===== config.mk =====
export PLATFORM = sky130hd
export DESIGN_NAME = mem_access_unit_flat
export DESIGN_NICKNAME = d
export VERILOG_FILES = /design/src/rtl/mem_access_unit_pkg.sv /design/src/rtl/mem_access_unit_if.sv /design/src/rtl/mem_access_unit.sv /design/src/flat_wrapper.sv
export SDC_FILE = /design/constraint.sdc
export NUM_CORES = 1
export LEC_CHECK = 0
export ABC_CLOCK_PERIOD_IN_PS = 2400
export BUFFER_PORTS_ARGS = -buffer_cell sky130_fd_sc_hd__buf_2
export CORE_MARGIN = 2
export CORE_UTILIZATION = 47
export CTS_CLUSTER_SIZE = 16
export DETAILED_ROUTE_END_ITERATION = 7
export GPL_TIMING_DRIVEN = 0
export HOLD_SLACK_MARGIN = 0.03
export MAX_ROUTING_LAYER = met4
export PLACE_DENSITY_LB_ADDON = 0.2
export SLEW_MARGIN = 20
export SYNTH_ARGS = -nofsm -noshare
export SYNTH_HDL_FRONTEND = slang
export SYNTH_SLANG_ARGS = --single-unit

===== constraint.sdc =====
create_clock -name clk -period 2.4 [get_ports clk]
set_input_delay 0.48 -clock clk [delete_from_list [all_inputs] [get_ports clk]]
set_output_delay 0.48 -clock clk [all_outputs]
set_load 0.05 [all_outputs]

===== src/rtl/mem_access_unit_pkg.sv =====
// rtl/mem_access_unit_pkg.sv - shared constants for the memory access unit
package mem_access_unit_pkg;

  // Bus widths shared with the address and data registers
  localparam int ADDR_W = 15;
  localparam int DATA_W = 16;

  // Access sequencer state encodings
  localparam logic [1:0] S_IDLE  = 2'd0;
  localparam logic [1:0] S_SETUP = 2'd1;
  localparam logic [1:0] S_WAIT  = 2'd2;
  localparam logic [1:0] S_DONE  = 2'd3;

  // Latched operation type
  localparam logic OP_RD = 1'b0;
  localparam logic OP_WR = 1'b1;

  // A write request always wins over a simultaneous read request
  function automatic logic pick_op(input logic wr);
    return wr ? OP_WR : OP_RD;
  endfunction

endpackage


===== src/rtl/mem_access_unit_if.sv =====
// rtl/mem_access_unit_if.sv - asynchronous SRAM-style memory bus
interface mem_access_unit_if
  import mem_access_unit_pkg::*;
#(
  parameter int AW = ADDR_W,
  parameter int DW = DATA_W
);

  logic [AW-1:0] mem_addr;
  logic [DW-1:0] mem_wdata;
  logic [DW-1:0] mem_rdata;
  logic          mem_ce;
  logic          mem_oe;
  logic          mem_we;

  // Access unit side drives address, data and strobes
  modport master (
    output mem_addr, mem_wdata, mem_ce, mem_oe, mem_we,
    input  mem_rdata
  );

  // Memory side returns read data
  modport slave (
    input  mem_addr, mem_wdata, mem_ce, mem_oe, mem_we,
    output mem_rdata
  );

endinterface


===== src/rtl/mem_access_unit.sv =====
// rtl/mem_access_unit.sv - single-access SRAM sequencer with programmable wait states
module mem_access_unit
  import mem_access_unit_pkg::*;
#(
  parameter int AW          = ADDR_W,
  parameter int DW          = DATA_W,
  parameter int WAIT_CYCLES = 2
) (
  input  logic               clk,
  input  logic               rst,
  input  logic [AW-1:0]      addr_in,
  input  logic [DW-1:0]      wdata_in,
  input  logic               rd_req,
  input  logic               wr_req,
  output logic               busy,
  output logic               done,
  output logic [DW-1:0]      rdata_out,
  mem_access_unit_if.master  mem
);

  localparam logic [3:0] WAIT_LOAD = 4'(WAIT_CYCLES);
  localparam logic       ZERO_WAIT = (WAIT_CYCLES == 0);

  logic [1:0] state;
  logic [3:0] wait_cnt;
  logic       op;
  logic       last_strobe;

  // Final strobe cycle: SETUP with no wait states, or the WAIT cycle where the count hits 1
  always_comb begin
    last_strobe = 1'b0;
    if (state == S_SETUP)
      last_strobe = ZERO_WAIT;
    else if (state == S_WAIT)
      last_strobe = (wait_cnt <= 4'd1);
  end

  // Access sequencer: every output is a register updated here
  always_ff @(posedge clk) begin
    if (rst) begin
      state         <= S_IDLE;
      wait_cnt      <= 4'd0;
      op            <= OP_RD;
      busy          <= 1'b0;
      done          <= 1'b0;
      rdata_out     <= '0;
      mem.mem_addr  <= '0;
      mem.mem_wdata <= '0;
      mem.mem_ce    <= 1'b0;
      mem.mem_oe    <= 1'b0;
      mem.mem_we    <= 1'b0;
    end else begin
      case (state)
        S_IDLE: begin
          if (rd_req || wr_req) begin
            mem.mem_addr  <= addr_in;
            mem.mem_wdata <= wdata_in;
            op            <= pick_op(wr_req);
            mem.mem_ce    <= 1'b1;
            mem.mem_oe    <= !wr_req;
            mem.mem_we    <= wr_req;
            busy          <= 1'b1;
            state         <= S_SETUP;
          end
        end
        S_SETUP, S_WAIT: begin
          if (state == S_SETUP)
            wait_cnt <= WAIT_LOAD;
          else
            wait_cnt <= wait_cnt - 4'd1;
          if (last_strobe) begin
            // Strobes drop on the same edge that captures read data
            mem.mem_ce <= 1'b0;
            mem.mem_oe <= 1'b0;
            mem.mem_we <= 1'b0;
            done       <= 1'b1;
            if (op == OP_RD)
              rdata_out <= mem.mem_rdata;
            state <= S_DONE;
          end else begin
            state <= S_WAIT;
          end
        end
        S_DONE: begin
          done  <= 1'b0;
          busy  <= 1'b0;
          state <= S_IDLE;
        end
        default: state <= S_IDLE;
      endcase
    end
  end

endmodule


===== src/flat_wrapper.sv =====
// flat-port wrapper written by rule: the top's interface ports become plain ports
module mem_access_unit_flat import mem_access_unit_pkg::*;
#(
  parameter int AW          = ADDR_W,
  parameter int DW          = DATA_W,
  parameter int WAIT_CYCLES = 2
)
  (clk, rst, addr_in, wdata_in, rd_req, wr_req, busy, done, rdata_out, mem_mem_addr, mem_mem_wdata, mem_mem_ce, mem_mem_oe, mem_mem_we, mem_mem_rdata);
  mem_access_unit_if #(.AW(AW), .DW(DW)) mem_i ();
  input  logic clk;
  input  logic rst;
  input  logic [AW-1:0] addr_in;
  input  logic [DW-1:0] wdata_in;
  input  logic rd_req;
  input  logic wr_req;
  output logic busy;
  output logic done;
  output logic [DW-1:0] rdata_out;
  output wire logic [$bits(mem_i.mem_addr)-1:0] mem_mem_addr;
  output wire logic [$bits(mem_i.mem_wdata)-1:0] mem_mem_wdata;
  output wire logic [$bits(mem_i.mem_ce)-1:0] mem_mem_ce;
  output wire logic [$bits(mem_i.mem_oe)-1:0] mem_mem_oe;
  output wire logic [$bits(mem_i.mem_we)-1:0] mem_mem_we;
  input wire logic [$bits(mem_i.mem_rdata)-1:0] mem_mem_rdata;
  assign mem_mem_addr = mem_i.mem_addr;
  assign mem_mem_wdata = mem_i.mem_wdata;
  assign mem_mem_ce = mem_i.mem_ce;
  assign mem_mem_oe = mem_i.mem_oe;
  assign mem_mem_we = mem_i.mem_we;
  assign mem_i.mem_rdata = mem_mem_rdata;
  mem_access_unit #(.AW(AW), .DW(DW), .WAIT_CYCLES(WAIT_CYCLES)) u_core (.clk(clk), .rst(rst), .addr_in(addr_in), .wdata_in(wdata_in), .rd_req(rd_req), .wr_req(wr_req), .busy(busy), .done(done), .rdata_out(rdata_out), .mem(mem_i));
endmodule

==> results.py <==
metrics = {
    "power": {
        "p_clk_frac": 0.230,
        "power_density_mw_per_mm2": 1290,
        "power.leakage_uw": 0.00147,
        "netSwitchingPower_uw": 1800,
        "p_seq_frac": 0.321,
        "p_int_uw": 2320,
        "switching_share": 0.437,
        "p_comb_frac": 0.449,
        "ir_worst_vdd_mv": 0.729,
    },
    "clock_network": {
        "cts_sinks": 59,
        "path_clk_slew_ns": 0.07,
        "cts_root_buf": "clkbuf_8",
        "htreeDepth": 3,
        "cts_hold_buf": 0,
        "cts_tree": "built",
        "cts_buffers": 9,
        "clock_latency_ns": 0.33,
        "clock_path_buffers": 2,
    },
    "layout": {
        "layout.nets": 451,
        "final_layout_size_suffix_gt1_frac": 0.312,
        "antenna_cells": 0,
        "syn2layout_area_growth_pct": 35.7,
        "fill_cells": 445,
        "final_area_mm2": 0.00319,
    },
    "timing": {
        "setup_viol": 0,
        "skew_ns": 0.00676,
        "rsz0062_at_grt": "false",
        "fin_hold_ws_ns": 0.386,
        "hold_viol": 0,
        "fmax_mhz": 446,
        "fin_crit_ns": 2.24,
        "final.setup.tns_ns": 0,
        "worst_pin_slew_ns": 0.904,
        "timing.slew.headroom": 0.396,
        "fin_crit_sh": 0.934,
        "drv_slew": 0,
    },
    "detailed_routing": {
        "wl_per_cell_um": 12.3,
        "routed_wl_um": 5730,
        "drt_pass1_iterations": 4,
        "drc": 0,
        "drtIter0Drc": 61,
        "viasPerCell": 4.88,
        "drtAntennaViolNets": 0,
        "vias": 2267,
    },
    "grt": {
        "met3_usage": 0.0616,
        "grt.met2_usage": 0.344,
        "track_usage": 0.210,
        "grt_use_met1": 0.236,
        "grt_max_degree": 11,
        "grt_first_pass_wirelength_um": 8600,
        "grt_pass1_vias": 2015,
        "grt.busiest_layer": "met2",
        "overflow": 0,
        "antenna_found_initial": 0,
    },
    "placement": {
        "post_dp_cell_area_mm2": 0.00294,
        "port_buffers": 101,
        "routabilityCongestion": 0.781,
        "dp_hpwl_um": 4160,
    },
    "synthesis": {
        "synth_cells": 279,
        "synth_edf_count": 0,
        "avgSynthCellArea_um2": 8.44,
        "synthesis.nets": 336,
        "ys_seq_area_frac": 0.502,
        "syn-cell-area_mm2": 0.00235,
        "synth_ff_type": "dfxtp_1",
        "synth_warnings": 0,
        "synth_cell_type_count": 32,
        "synth-seq-cells": 59,
        "synthArstFlopShare": 0,
    },
    "floorplanning": {
        "die_y_um": 74.8,
        "fp.dieW_um": 74.8,
        "rows": 25,
        "core_area_mm2": 0.00479,
        "io_pins": 103,
        "start_util": 0.492,
        "fp.dieArea_mm2": 0.00559,
    },
    "outcome": {
        "status": "completed",
    },
    "critical_path": {
        "critPathKind": "reg2reg",
        "cp-start-kind": "flop",
        "cp-end-kind": "flop",
        "arrival_ns": 2.50,
        "path_max_fanout": 10,
        "cp.required_ns": 2.65,
    },
    "run": {
        "maxCapViolations": 0,
    },
    "worst_hold_path": {
        "hp-class": "in2reg",
    },
}
routing by layer:
layer / wire (um) / vias up
met5: 0 / -
met4: 66 / 0
met3: 358 / 7
met2: 2790 / 69
met1: 2520 / 1040
li1: - / 1151
area by class of cell:
type / instances / area (um2) / share of cell area
plain buffers: 19 / 92.6 / 0.0290
clock buffers: 14 / 183 / 0.0572
clock inverters: 1 / 30.0 / 0.00940
inverters: 7 / 26.3 / 0.00823
multi-input cells: 194 / 1060 / 0.331
flip-flops and latches: 59 / 1180 / 0.370
well taps: 67 / 83.8 / 0.0262
repair buffers: 104 / 541 / 0.169
layout by cell type, fill, tap and decap left out, types with 2 or more instances in the layout:
cell | netlist | layout
buf_2 | 1 | 102
nand2_1 | 98 | 98
dfxtp_1 | 59 | 59
a21oi_1 | 36 | 36
mux2i_1 | 19 | 19
clkbuf_1 | 16 | 17
clkbuf_8 | 0 | 13
nor2_1 | 8 | 8
inv_1 | 6 | 6
ha_1 | 6 | 5
buf_4 | 1 | 3
o211ai_1 | 3 | 3
or4b_1 | 2 | 2
buf_12 | 1 | 2
o21ai_1 | 2 | 2
nor3b_1 | 2 | 2
a31oi_1 | 2 | 2
o21ai_0 | 2 | 2
synthesized netlist by cell type, types with 2 or more instances:
cell,count,area [um2]
dfxtp_1,59,1180
nor3b_1,2,15.0
nor2_1,8,30.0
inv_1,6,22.5
clkbuf_1,16,60.1
mux2i_1,19,190
a21oi_1,36,180
or4b_1,2,20.0
o211ai_1,3,22.5
ha_1,6,75.1
a31oi_1,2,12.5
nand2_1,98,368
o21ai_0,2,10.0
o21ai_1,2,10.0
worst max-delay path, cell delays in order, from the launching register on:
cell and delay (ns):
dfxtp_1 0.40, inv_1 0.09, ha_2 0.22, or4b_1 0.46, buf_2 0.18, nor4b_2 0.29, buf_4 0.20, buf_12 0.14
mux2i_1 0.18
registers in the layout, indices dropped and copies added, names as in the netlist:
register / count
u_core.busy: 1
u_core.mem.mem_ce: 1
u_core.rdata_out: 16
u_core.mem.mem_oe: 1
u_core.op: 1
u_core.state: 2
u_core.mem.mem_addr: 15
u_core.mem.mem_wdata: 16
u_core.done: 1
u_core.mem.mem_we: 1
u_core.wait_cnt: 4
logic make-up (layout without fill, tap and decap cells):
group           Yosys count  in the layout  synth area share
fa+ha+maj                 6              6            0.0319
mux                      19             19            0.0808
flops                    59             59             0.502
buf+inv                  26            145            0.0505
simple gates            115            115             0.203
compound gates           54             54             0.132
power groups by stage:
stage,Clock [uW],Sequential (uW),Combinational [uW]
floorplan,0,1940,791
global placement,0,1330,1790
detailed placement,0,1340,1820
CTS,970,1320,1840
global route,1010,1350,2000
finish,948,1320,1850
stage by stage:
stage | power [uW] | cells | util | setup slack [ns]
2_1_floorplan | 2730 | 279 | - | 0.345
3_3_place_gp | 3130 | 447 | 0.615 | 0.160
3_5_place_dp | 3170 | 447 | 0.615 | 0.0911
4_1_cts | 4130 | 462 | 0.660 | 0.0625
5_1_grt | 4360 | 465 | 0.667 | 0.00233
6_report | 4120 | 465 | 0.667 | 0.158
final timing paths:
kind | startpoint | end | slack, ns | cells past startpoint
max | u_core.state[1] | u_core.rdata_out[3] | 0.16 | 8
min | addr_in[4] | u_core.mem.mem_addr[4] | 0.39 | 3
max reg2reg | u_core.state[1] | u_core.rdata_out[3] | 0.16 | 8
min reg2reg | u_core.mem.mem_wdata[13] | u_core.mem.mem_wdata[13] | 0.45 | 2
repair_timing:
item / in CTS / in global routing
resized for setup: 0 / 1
setup endpoints to repair: 0 / 10
buffers inserted: 0 / 3
(Power assumes the default switching activity.)
